$ cat config.mk
export PLATFORM = sky130hd
export DESIGN_NAME = pcie_dma_fifo
export DESIGN_NICKNAME = d
export VERILOG_FILES = /design/src/rtl/pcie_dma_pkg.sv /design/src/rtl/pcie_dma_fifo_ram.sv /design/src/rtl/pcie_dma_fifo.sv
export SDC_FILE = /design/constraint.sdc
export NUM_CORES = 1
export LEC_CHECK = 0
export ABC_AREA = 1
export CAP_MARGIN = 15
export CORE_MARGIN = 4
export CORE_UTILIZATION = 50
export DETAILED_ROUTE_END_ITERATION = 6
export GPL_ROUTABILITY_DRIVEN = 0
export PLACE_DENSITY = 0.67
export RECOVER_POWER = 25
export SLEW_MARGIN = 10
export SYNTH_ARGS = -nofsm -noshare
export SYNTH_HDL_FRONTEND = slang
export SYNTH_SLANG_ARGS = --single-unit
export TNS_END_PERCENT = 10
$ cat constraint.sdc
create_clock -name i_clk -period 7.51 [get_ports i_clk]
set_clock_uncertainty 0.05 [all_clocks]
set_input_delay 1.502 -clock i_clk [delete_from_list [all_inputs] [get_ports i_clk]]
set_output_delay 1.502 -clock i_clk [all_outputs]
set_load 0.01 [all_outputs]
$ cat src/rtl/pcie_dma_pkg.sv
// pcie_dma_pkg: shared constants and helpers for the PCIe DMA datapath.
//   pcie_dma_fifo_width() - packed FIFO entry width {last, [strob], data}.
//   TXFIFO_WIDTH / RXFIFO_WIDTH - entry widths of the default TX (strobes) and
//   RX (no strobes) FIFOs.
package pcie_dma_pkg;

    localparam int PCIE_DMA_DW_DEFAULT    = 64;
    localparam int PCIE_DMA_ABITS_DEFAULT = 4;

    // Entry width: data, optional one strobe bit per byte, one last bit.
    function automatic int pcie_dma_fifo_width(input int dw, input int has_strob);
        return dw + has_strob * dw / 8 + 1;
    endfunction

    localparam int TXFIFO_WIDTH = pcie_dma_fifo_width(PCIE_DMA_DW_DEFAULT, 1);
    localparam int RXFIFO_WIDTH = pcie_dma_fifo_width(PCIE_DMA_DW_DEFAULT, 0);

endpackage

$ cat src/rtl/pcie_dma_fifo_ram.sv
// pcie_dma_fifo_ram: one write port, one asynchronous read port storage array.
//   i_clk   - write clock
//   i_we    - write enable
//   i_waddr - write address
//   i_wdata - write entry
//   i_raddr - read address
//   o_rdata - entry at i_raddr (combinational)
// Contents are deliberately not reset so the array maps onto distributed RAM.
module pcie_dma_fifo_ram #(
    parameter int WIDTH = 73,
    parameter int ABITS = 4
) (
    input  logic             i_clk,
    input  logic             i_we,
    input  logic [ABITS-1:0] i_waddr,
    input  logic [WIDTH-1:0] i_wdata,
    input  logic [ABITS-1:0] i_raddr,
    output logic [WIDTH-1:0] o_rdata
);

    logic [WIDTH-1:0] r_mem [2**ABITS];

    // Storage write port.
    always_ff @(posedge i_clk) begin
        if (i_we) begin
            r_mem[i_waddr] <= i_wdata;
        end
    end

    assign o_rdata = r_mem[i_raddr];

endmodule

$ cat src/rtl/pcie_dma_fifo.sv
// pcie_dma_fifo: parametrised first-word-fall-through FIFO for the DMA TX/RX
// paths, with packet accounting, optional store-and-forward and flush.
//   i_clk, i_rst (async, active-high), i_flush (synchronous clear)
//   write side : i_wvalid, o_wready, i_wdata, i_wstrob, i_wlast
//   read side  : o_rvalid, i_rready, o_rdata, o_rstrob, o_rlast
//   status     : o_count (beats), o_pkt_count (complete packets), o_almost_full
module pcie_dma_fifo
    import pcie_dma_pkg::*;
#(
    parameter int DATA_WIDTH  = PCIE_DMA_DW_DEFAULT,
    parameter int HAS_STROB   = 1,
    parameter int ABITS       = PCIE_DMA_ABITS_DEFAULT,
    parameter int STORE_FWD   = 0,
    parameter int AFULL_LEVEL = (2**ABITS) - 2
) (
    input  logic                    i_clk,
    input  logic                    i_rst,
    input  logic                    i_flush,
    input  logic                    i_wvalid,
    output logic                    o_wready,
    input  logic [DATA_WIDTH-1:0]   i_wdata,
    input  logic [DATA_WIDTH/8-1:0] i_wstrob,
    input  logic                    i_wlast,
    output logic                    o_rvalid,
    input  logic                    i_rready,
    output logic [DATA_WIDTH-1:0]   o_rdata,
    output logic [DATA_WIDTH/8-1:0] o_rstrob,
    output logic                    o_rlast,
    output logic [ABITS:0]          o_count,
    output logic [ABITS:0]          o_pkt_count,
    output logic                    o_almost_full
);

    localparam int              SW      = DATA_WIDTH / 8;
    localparam int              EW      = pcie_dma_fifo_width(DATA_WIDTH, HAS_STROB);
    localparam logic [ABITS:0]  L_DEPTH = (ABITS+1)'(2**ABITS);
    localparam logic [ABITS:0]  L_AFULL = (ABITS+1)'(AFULL_LEVEL);
    localparam logic [ABITS:0]  L_ONE   = (ABITS+1)'(1);
    localparam logic [ABITS-1:0] L_PONE = (ABITS)'(1);

    logic [ABITS-1:0] r_wr_ptr;
    logic [ABITS-1:0] r_rd_ptr;
    logic [ABITS:0]   r_count;
    logic [ABITS:0]   r_pkt_count;
    logic [ABITS:0]   w_count_nxt;
    logic [ABITS:0]   w_pkt_nxt;
    logic [EW-1:0]    w_wentry;
    logic [EW-1:0]    w_rentry;
    logic             w_full;
    logic             w_wr_en;
    logic             w_rd_en;

    assign w_full   = (r_count == L_DEPTH);
    // Only registered count gates writes: a full FIFO refuses a write even
    // when a read frees a slot in the same cycle.
    assign o_wready = ~w_full;
    // In store-and-forward mode the full fallback lets a packet longer than
    // the FIFO cut through instead of deadlocking.
    assign o_rvalid = (STORE_FWD != 0) ? ((r_pkt_count != '0) | w_full)
                                       : (r_count != '0);
    assign w_wr_en  = i_wvalid & o_wready;
    assign w_rd_en  = o_rvalid & i_rready;

    assign o_count       = r_count;
    assign o_pkt_count   = r_pkt_count;
    assign o_almost_full = (r_count >= L_AFULL);

    if (HAS_STROB != 0) begin : g_strob
        assign w_wentry = {i_wlast, i_wstrob, i_wdata};
        assign o_rstrob = w_rentry[DATA_WIDTH +: SW];
    end else begin : g_nostrob
        logic w_unused_strob;
        assign w_wentry       = {i_wlast, i_wdata};
        assign o_rstrob       = {SW{1'b1}};
        assign w_unused_strob = ^i_wstrob;
    end

    assign o_rdata = w_rentry[DATA_WIDTH-1:0];
    assign o_rlast = w_rentry[EW-1];

    // A flushed-cycle write is dropped, so the array is not touched either.
    pcie_dma_fifo_ram #(
        .WIDTH (EW),
        .ABITS (ABITS)
    ) u_ram (
        .i_clk   (i_clk),
        .i_we    (w_wr_en & ~i_flush),
        .i_waddr (r_wr_ptr),
        .i_wdata (w_wentry),
        .i_raddr (r_rd_ptr),
        .o_rdata (w_rentry)
    );

    // Next beat and packet counts; simultaneous inc/dec cancel.
    always_comb begin
        w_count_nxt = r_count;
        w_pkt_nxt   = r_pkt_count;
        case ({w_wr_en, w_rd_en})
            2'b10:   w_count_nxt = r_count + L_ONE;
            2'b01:   w_count_nxt = r_count - L_ONE;
            default: w_count_nxt = r_count;
        endcase
        case ({w_wr_en & i_wlast, w_rd_en & o_rlast})
            2'b10:   w_pkt_nxt = r_pkt_count + L_ONE;
            2'b01:   w_pkt_nxt = r_pkt_count - L_ONE;
            default: w_pkt_nxt = r_pkt_count;
        endcase
    end

    // Pointer and counter state; flush overrides any same-cycle transfer.
    always_ff @(posedge i_clk or posedge i_rst) begin
        if (i_rst) begin
            r_wr_ptr    <= '0;
            r_rd_ptr    <= '0;
            r_count     <= '0;
            r_pkt_count <= '0;
        end else if (i_flush) begin
            r_wr_ptr    <= '0;
            r_rd_ptr    <= '0;
            r_count     <= '0;
            r_pkt_count <= '0;
        end else begin
            if (w_wr_en) begin
                r_wr_ptr <= r_wr_ptr + L_PONE;
            end
            if (w_rd_en) begin
                r_rd_ptr <= r_rd_ptr + L_PONE;
            end
            r_count     <= w_count_nxt;
            r_pkt_count <= w_pkt_nxt;
        end
    end

endmodule

==> results of run 1 <==
[cells in the final DEF, fill, tap and decap left out, types with 38 or more instances in the layout]
cell type	count
buf_4	38
clkbuf_16	119
clkdlybuf4s50_1	121
dlygate4sd3_1	42
edfxtp_1	1168
nand2_1	125
nand3_1	116
nor2_1	584
o211ai_1	48
o21ai_0	258
o21ai_1	330
o221ai_1	240
o22ai_1	51
[synth_stat cells (11+ instances only)]
cell,n
edfxtp_1,1168
nor2_1,588
o21ai_1,330
o21ai_0,258
o221ai_1,240
nand2_1,125
clkbuf_1,118
nand3_1,116
buf_2,88
o22ai_1,51
o211ai_1,48
inv_1,38
buf_4,21
dfrtp_1,18
nor3_1,14
ha_1,11
[cell families (layout without fill, tap and decap cells)]
logic type	Yosys count	count (layout)	share of synthesized area (%)
simple gates	855	855	7.40
fa+ha+maj	13	13	0.384
buf+inv	285	476	2.81
compound gates	936	936	12.5
other cells	0	5	0
flops	1186	1186	76.8
xor+xnor	7	7	0.133
[worst max-delay path, stage by stage (launching register included)]
cell and delay [ns]:
dfrtp_4 0.68, inv_8 0.75, buf_4 0.60, o21ai_0 0.16
o221ai_1 0.18, nand3_1 0.14, nand2_1 0.19, clkdlybuf4s50_1 0.59
[layout make-up]
class | instances | area, um^2 | share of cell area [%]
well taps | 1186 | 1480 | 2.81
clock inverters | 75 | 785 | 1.49
multi-input cells | 1811 | 9530 | 18.1
inverters | 42 | 178 | 0.337
flip-flops and latches | 1186 | 35500 | 67.3
repair buffers | 214 | 2180 | 4.12
diodes | 5 | 12.5 | 0.0237
clock buffers | 145 | 3080 | 5.83
[how the worst min path moves through the flow]
stage / slack, ns / start / cells after the start / endpoint
4_1_cts: 0.52 / o_pkt_count[3]$_DFFE_PP0P_ / 2 / o_pkt_count[3]$_DFFE_PP0P_
3_5_place_dp: 0.51 / o_pkt_count[3]$_DFFE_PP0P_ / 2 / o_pkt_count[3]$_DFFE_PP0P_
6_report: 0.52 / o_pkt_count[3]$_DFFE_PP0P_ / 2 / o_pkt_count[3]$_DFFE_PP0P_
3_3_place_gp: 0.51 / o_pkt_count[4]$_DFFE_PP0P_ / 2 / o_pkt_count[4]$_DFFE_PP0P_
2_1_floorplan: 0.52 / r_wr_ptr[2]$_DFFE_PP0P_ / 2 / r_wr_ptr[2]$_DFFE_PP0P_
5_1_grt: 0.55 / o_pkt_count[4]$_DFFE_PP0P_ / 2 / o_pkt_count[4]$_DFFE_PP0P_
[metal layers]
metal | global-route usage [%] | vias to the layer above | routed length (um)
li1 | - | 12780 | -
met1 | 31.5 | 14565 | 48800
met2 | 39.5 | 1085 | 57300
met3 | 2.92 | 223 | 6810
met4 | 7.29 | 2 | 3150
met5 | 0 | - | 17
[per-stage QoR]
stage	total power [mW]	instances	utilization, %	setup slack [ns]	TNS [ns]
floorplan	10.1	3282	-	-0.124	-72.13
global placement	11.5	4439	53.4	2.64	0
detailed placement	11.5	4439	53.4	2.57	0
CTS	17.4	4659	57.6	1.84	0
global route	18.0	4662	57.6	1.63	0
finish	17.3	4664	57.6	1.86	0
[flip-flops by register name, summed over array words and instances, names as in the netlist]
register	flops
o_count	5
o_pkt_count	5
r_rd_ptr	4
r_wr_ptr	4
u_ram.r_mem	1168
[power by group through the flow]
stage               Clock, mW  Combinational [mW]  Sequential, mW
floorplan                   0                2.57            7.58
global placement            0                3.87            7.60
detailed placement          0                3.93            7.61
CTS                      5.94                3.95            7.46
global route             6.24                4.31            7.47
finish                   5.87                3.92            7.47
==> impl_results.rst, run 1 <==
.. list-table::
   :header-rows: 1

   * - Metric
     - Value
   * - Endpoint of the worst register-to-register path
     - o_pkt_count[4]$_DFFE_PP0P_
   * - Cell types with the largest area share after synthesis
     - edfxtp_1 76%, nor2_1 4.8%, o221ai_1 4.5%, o21ai_1 3.6%, o21ai_0 2.8%
   * - Top cell type's share of synthesized area
     - 75.8%
   * - Max_cap viols
     - 0
   * - Proportion of total power due to net switching
     - 29.6%
   * - Cell taking the most area after synthesis
     - edfxtp_1
   * - Fraction of registers with async set or reset after synthesis
     - 1.52%
   * - Post-CTS setup buffer count
     - 0
   * - H-tree levels
     - 3
   * - I/O pin total
     - 164
   * - Capture point of the critical path
     - o_rdata[2]
   * - Unrepaired setup endpoints after global routing
     - false
   * - Cell Int Power
     - 12.2 mW
   * - Die Area
     - 0.0975 mm^2
   * - First-pass GRT wire length
     - 173000 um
   * - Growth of design area from synthesis to finish
     - 14.1%
   * - Path depth of the worst reg2reg path
     - 17
   * - Number of max-slew violations in the final report
     - 0
   * - Clock-pin slew of the registers on the worst-case setup and hold paths
     - 0.06 ns
   * - Number of nets in the layout
     - 3463
   * - FF-to-FF setup slack
     - 3.74 ns
   * - Synth Cell Area
     - 0.0463 mm^2
   * - Via count of the first global-routing pass
     - 27806
   * - Mean instance size in the synthesized netlist
     - 14.1 um^2
   * - Detail Placement HPWL
     - 52700 um
   * - Part of the cycle the worst path needs
     - 75.2%
   * - Quantity of I/O buffers inserted on ports
     - 163
   * - Setup violations, final
     - 0
   * - Number of clock buffers inserted by TritonCTS
     - 117
   * - Initial antenna violation count
     - 15
   * - Fmax
     - 0.177 GHz
   * - Sequential cell fraction of total power
     - 43.3%
   * - Start-to-end type of the worst setup path
     - flip-flop to output port
   * - Skew-Pair Late Insertion Delay
     - 0.68 ns
   * - Slew headroom
     - 24.6%
   * - Die span in x
     - 312 um
   * - Number of gates resized after CTS
     - 0
   * - Clock Power Share
     - 34.0%
   * - DRC
     - 0
   * - Share of total power in combinational logic
     - 22.7%
   * - Vias per inst
     - 6.14
   * - Number of hold buffers added after CTS
     - 0
   * - Result of the run
     - complete, no violations
   * - Floorplan die height
     - 312 um
   * - Flip-flop and latch count after synthesis
     - 1186
   * - Synth Flop Type
     - edfxtp_1
   * - Crit path launch
     - r_rd_ptr[0]$_DFFE_PP0P_
   * - Root buffer cell
     - clkbuf_16
   * - Final-layout fill cell count
     - 7086
   * - Area after detailed placement
     - 0.0489 mm^2
   * - GR Util All Layers
     - 23.2%
   * - Least-Margin Pin Slew
     - 1.13 ns
   * - Tightest Hold Check Type
     - flip-flop to flip-flop
   * - Post-route worst hold slack
     - 0.518 ns
   * - Min Clock Period, post-route
     - 5.65 ns
   * - Number of detailed-routing iterations run before antenna repair
     - 6
   * - Final standard cell area without fillers
     - 0.0528 mm^2
   * - Static Leak
     - 16.9 nW
   * - Reg2reg start
     - r_rd_ptr[1]$_DFFE_PP0P_
   * - Net Switching
     - 5.10 mW
   * - Arrival @ worst endpoint
     - 4.10 ns
   * - Yosys Warn Count
     - 0
   * - Initial Util
     - 50.5%
   * - Cell area power density
     - 327 mW/mm^2
   * - Number of flops mapped to enable cells by yosys
     - 1168
   * - Required time reported for the critical path endpoint
     - 5.96 ns
   * - Count of nets left with antenna violations after detail routing
     - 0
   * - Largest net degree at the start of global routing
     - 231
   * - Routed wire length per instance
     - 24.9 um
   * - Floorplan row count
     - 111
   * - Clock tree from TritonCTS
     - built
   * - Worst-path fanout max
     - 158
   * - Gate Count Post-Synth
     - 3282
   * - Kind of capture point of the worst setup path
     - output port
   * - Sequential element share of the synthesized area
     - 76.8%
   * - Number of buffers on the longest clock path
     - 3
   * - Post-Syn Nets
     - 3373
   * - Core area
     - 0.0917 mm^2
   * - Number of unique standard cell types used by synthesis
     - 32
   * - Total wirelength of the detailed-routed design
     - 116000 um
   * - Proportion of layout cells with a drive suffix above 1
     - 7.31%
   * - Startpoint type of the worst setup path
     - flip-flop
   * - Remaining global-route overflow
     - 0
   * - Number of DRC violations after detailed-routing iteration 0
     - 3494
   * - VDD IR max
     - 312 uV
   * - Hold violation count in the final report
     - 0
   * - Via count of the routed design
     - 28655
   * - Clk sinks
     - 1186
(Power assumes the default switching activity.)
==> run 2: changes to the inputs <==
--- a/config.mk
+++ b/config.mk
@@ -11,7 +11,7 @@
 export CORE_UTILIZATION = 50
 export DETAILED_ROUTE_END_ITERATION = 6
 export GPL_ROUTABILITY_DRIVEN = 0
-export PLACE_DENSITY = 0.67
+export PLACE_DENSITY = 0.7
 export RECOVER_POWER = 25
 export SLEW_MARGIN = 10
 export SYNTH_ARGS = -nofsm -noshare
==> constraint.sdc (replaced) <==
create_clock -name i_clk -period 5.12 [get_ports i_clk]
set_clock_uncertainty 0.05 [all_clocks]
set_input_delay 1.024 -clock i_clk [delete_from_list [all_inputs] [get_ports i_clk]]
set_output_delay 1.024 -clock i_clk [all_outputs]
set_load 0.01 [all_outputs]
==> run 2 against run 1 <==
Effect of this change: largest cell class unchanged; sequential share of layout area is essentially flat; critical path type unchanged; wire length down 3.3%; core utilization about the same; highest routed layer unchanged; largest power group unchanged.
==> impl_results.rst, run 2 (synthesized netlist as in run 1, its figures left out) <==
.. list-table::
   :header-rows: 1

   * - Metric
     - Value
   * - Post-CTS setup buffer count
     - 0
   * - Register with the highest flop count
     - u_ram.r_mem
   * - Routed wire length per instance
     - 24.0 um
   * - Start-to-end type of the worst setup path
     - flip-flop to output port
   * - Growth of design area from synthesis to finish
     - 14.1%
   * - VDD IR max
     - 610 uV
   * - DRC
     - 0
   * - Floorplan row count
     - 111
   * - Clock Power Share
     - 32.5%
   * - Max_cap viols
     - 0
   * - Initial Util
     - 50.5%
   * - Floorplan die height
     - 312 um
   * - Sequential cell fraction of total power
     - 43.9%
   * - Count of cells along the worst hold path
     - 2
   * - Remaining global-route overflow
     - 0
   * - Via count of the first global-routing pass
     - 27985
   * - Skew-Pair Late Insertion Delay
     - 0.68 ns
   * - Number of clock buffers inserted by TritonCTS
     - 112
   * - Arrival @ worst endpoint
     - 3.61 ns
   * - Static Leak
     - 16.9 nW
   * - Startpoint type of the worst setup path
     - flip-flop
   * - Count of nets left with antenna violations after detail routing
     - 0
   * - Die Area
     - 0.0975 mm^2
   * - Detail Placement HPWL
     - 54100 um
   * - Cell Int Power
     - 17.5 mW
   * - Largest net degree at the start of global routing
     - 235
   * - Endpoint of the worst register-to-register path
     - o_pkt_count[4]$_DFFE_PP0P_
   * - Vias per inst
     - 6.11
   * - Path depth of the worst reg2reg path
     - 16
   * - Part of the cycle the worst path needs
     - 91.4%
   * - Number of hold buffers added after CTS
     - 0
   * - Reg2reg start
     - r_rd_ptr[2]$_DFFE_PP0P_
   * - Non-Filler Instances
     - 4671
   * - Startpoint of the lowest-slack hold path
     - o_pkt_count[3]$_DFFE_PP0P_
   * - Die span in x
     - 312 um
   * - Tightest Hold Check Type
     - flip-flop to flip-flop
   * - Fmax
     - 0.214 GHz
   * - Number of gates resized after CTS
     - 0
   * - Net Switching
     - 7.40 mW
   * - Number of DRC violations after detailed-routing iteration 0
     - 3106
   * - GR Util All Layers
     - 22.5%
   * - Cell area power density
     - 471 mW/mm^2
   * - Number of nets in the layout
     - 3472
   * - Core area
     - 0.0917 mm^2
   * - Share of total power in combinational logic
     - 23.6%
   * - Initial antenna violation count
     - 12
   * - Clock tree from TritonCTS
     - built
   * - Worst-case hold path end point
     - o_pkt_count[3]$_DFFE_PP0P_
   * - I/O pin total
     - 164
   * - Unrepaired setup endpoints after global routing
     - false
   * - Least-Margin Pin Slew
     - 1.21 ns
   * - Result of the run
     - complete, no violations
   * - Number of max-slew violations in the final report
     - 0
   * - Worst-path fanout max
     - 101
   * - Most used cells in the layout excluding fill and tap cells
     - 1168 x edfxtp_1, 584 x nor2_1, 330 x o21ai_1
   * - Root buffer cell
     - clkbuf_16
   * - Number of flip-flops under the largest register name
     - 1168
   * - Proportion of total power due to net switching
     - 29.8%
   * - First-pass GRT wire length
     - 169000 um
   * - Kind of capture point of the worst setup path
     - output port
   * - Required time reported for the critical path endpoint
     - 4.05 ns
   * - Min Clock Period, post-route
     - 4.68 ns
   * - Number of buffers on the longest clock path
     - 3
   * - Clock-pin slew of the registers on the worst-case setup and hold paths
     - 0.06 ns
   * - Clk sinks
     - 1186
   * - Quantity of I/O buffers inserted on ports
     - 163
   * - Setup violations, final
     - 0
   * - Hold violation count in the final report
     - 0
   * - Total wirelength of the detailed-routed design
     - 112000 um
   * - Most common cell after layout, fill and taps aside
     - edfxtp_1
   * - Via count of the routed design
     - 28530
   * - Number of detailed-routing iterations run before antenna repair
     - 5
   * - Slew headroom
     - 19.6%
   * - Post-route worst hold slack
     - 0.545 ns
   * - Placed Cells
     - 4453
   * - Proportion of layout cells with a drive suffix above 1
     - 7.34%
   * - H-tree levels
     - 3
   * - FF-to-FF setup slack
     - 1.36 ns
run 2: cell types whose count changed in the layout (fill, tap and decap cells not counted), sizes merged:
cell	previous run	this run
clkinvlp	3	5
inv	48	44
diode	5	10
bufinv	16	10
clkbuf	145	134
dlygate4sd3	42	44
clkdlybuf4s50	121	119
buf	51	65
clkinv	50	57
run 2: stage by stage:
| step | total power, mW | TNS (ns) | cell area, um^2 | setup slack [ns] | utilization [%] |
|---|---|---|---|---|---|
| after floorplan | 14.9 | -1728.96 | 46300 | -2.04 | - |
| after global placement | 16.9 | 0 | 49200 | 1.20 | 53.6 |
| after detailed placement | 17.0 | 0 | 49200 | 1.18 | 53.6 |
| after CTS | 25.0 | 0 | 52800 | 0.452 | 57.6 |
| after global routing | 26.0 | 0 | 52800 | 0.320 | 57.6 |
| final | 24.9 | 0 | 52800 | 0.438 | 57.6 |
run 2: cell type report:
type / count / area, um^2
Antenna cell: 10 / 25.0
Inverter: 42 / 178
Clock buffer: 134 / 2950
Sequential cell: 1186 / 35500
Clock inverter: 74 / 663
Fill cell: 6977 / 38900
Multi-Input combinational cell: 1811 / 9530
Timing Repair Buffer: 228 / 2430
Tap cell: 1186 / 1480
run 2: metal layers:
metal / share of wire, % / wire, um / global-route usage (%)
met1: 41 / 46100 / 30.4
met4: 2.8 / 3120 / 8.14
met3: 7.4 / 8310 / 3.49
met2: 49 / 54700 / 37.6
met5: 0.0062 / 7 / 0
run 2: how the worst max path moves through the flow:
stage          cells after the start                     from                           to
2_1_floorplan                      4                  i_flush  u_ram.r_mem[1][0]$_DFFE_PP_
3_3_place_gp                       6  r_rd_ptr[2]$_DFFE_PP0P_                  o_rdata[20]
3_5_place_dp                       7  r_rd_ptr[1]$_DFFE_PP0P_                  o_rdata[54]
4_1_cts                            7  r_rd_ptr[1]$_DFFE_PP0P_                  o_rdata[54]
5_1_grt                            7  r_rd_ptr[1]$_DFFE_PP0P_                  o_rstrob[3]
6_report                           7  r_rd_ptr[1]$_DFFE_PP0P_                  o_rdata[54]
run 2: critical path, stage by stage (launching register included):
cell             delay, ns
dfrtp_4               0.61
inv_8                 0.54
buf_4                 0.43
o21ai_0               0.17
o221ai_1              0.21
nand3_1               0.11
nand2_1               0.21
clkdlybuf4s50_1       0.58
run 2: power groups by stage:
| stage | clock, mW | combinational (mW) | sequential (mW) |
|---|---|---|---|
| after global routing | 8.61 | 6.48 | 10.9 |
| after floorplan | 0 | 3.76 | 11.1 |
| after global placement | 0 | 5.78 | 11.1 |
| after CTS | 8.18 | 5.91 | 10.9 |
| after detailed placement | 0 | 5.88 | 11.1 |
| final | 8.07 | 5.88 | 10.9 |
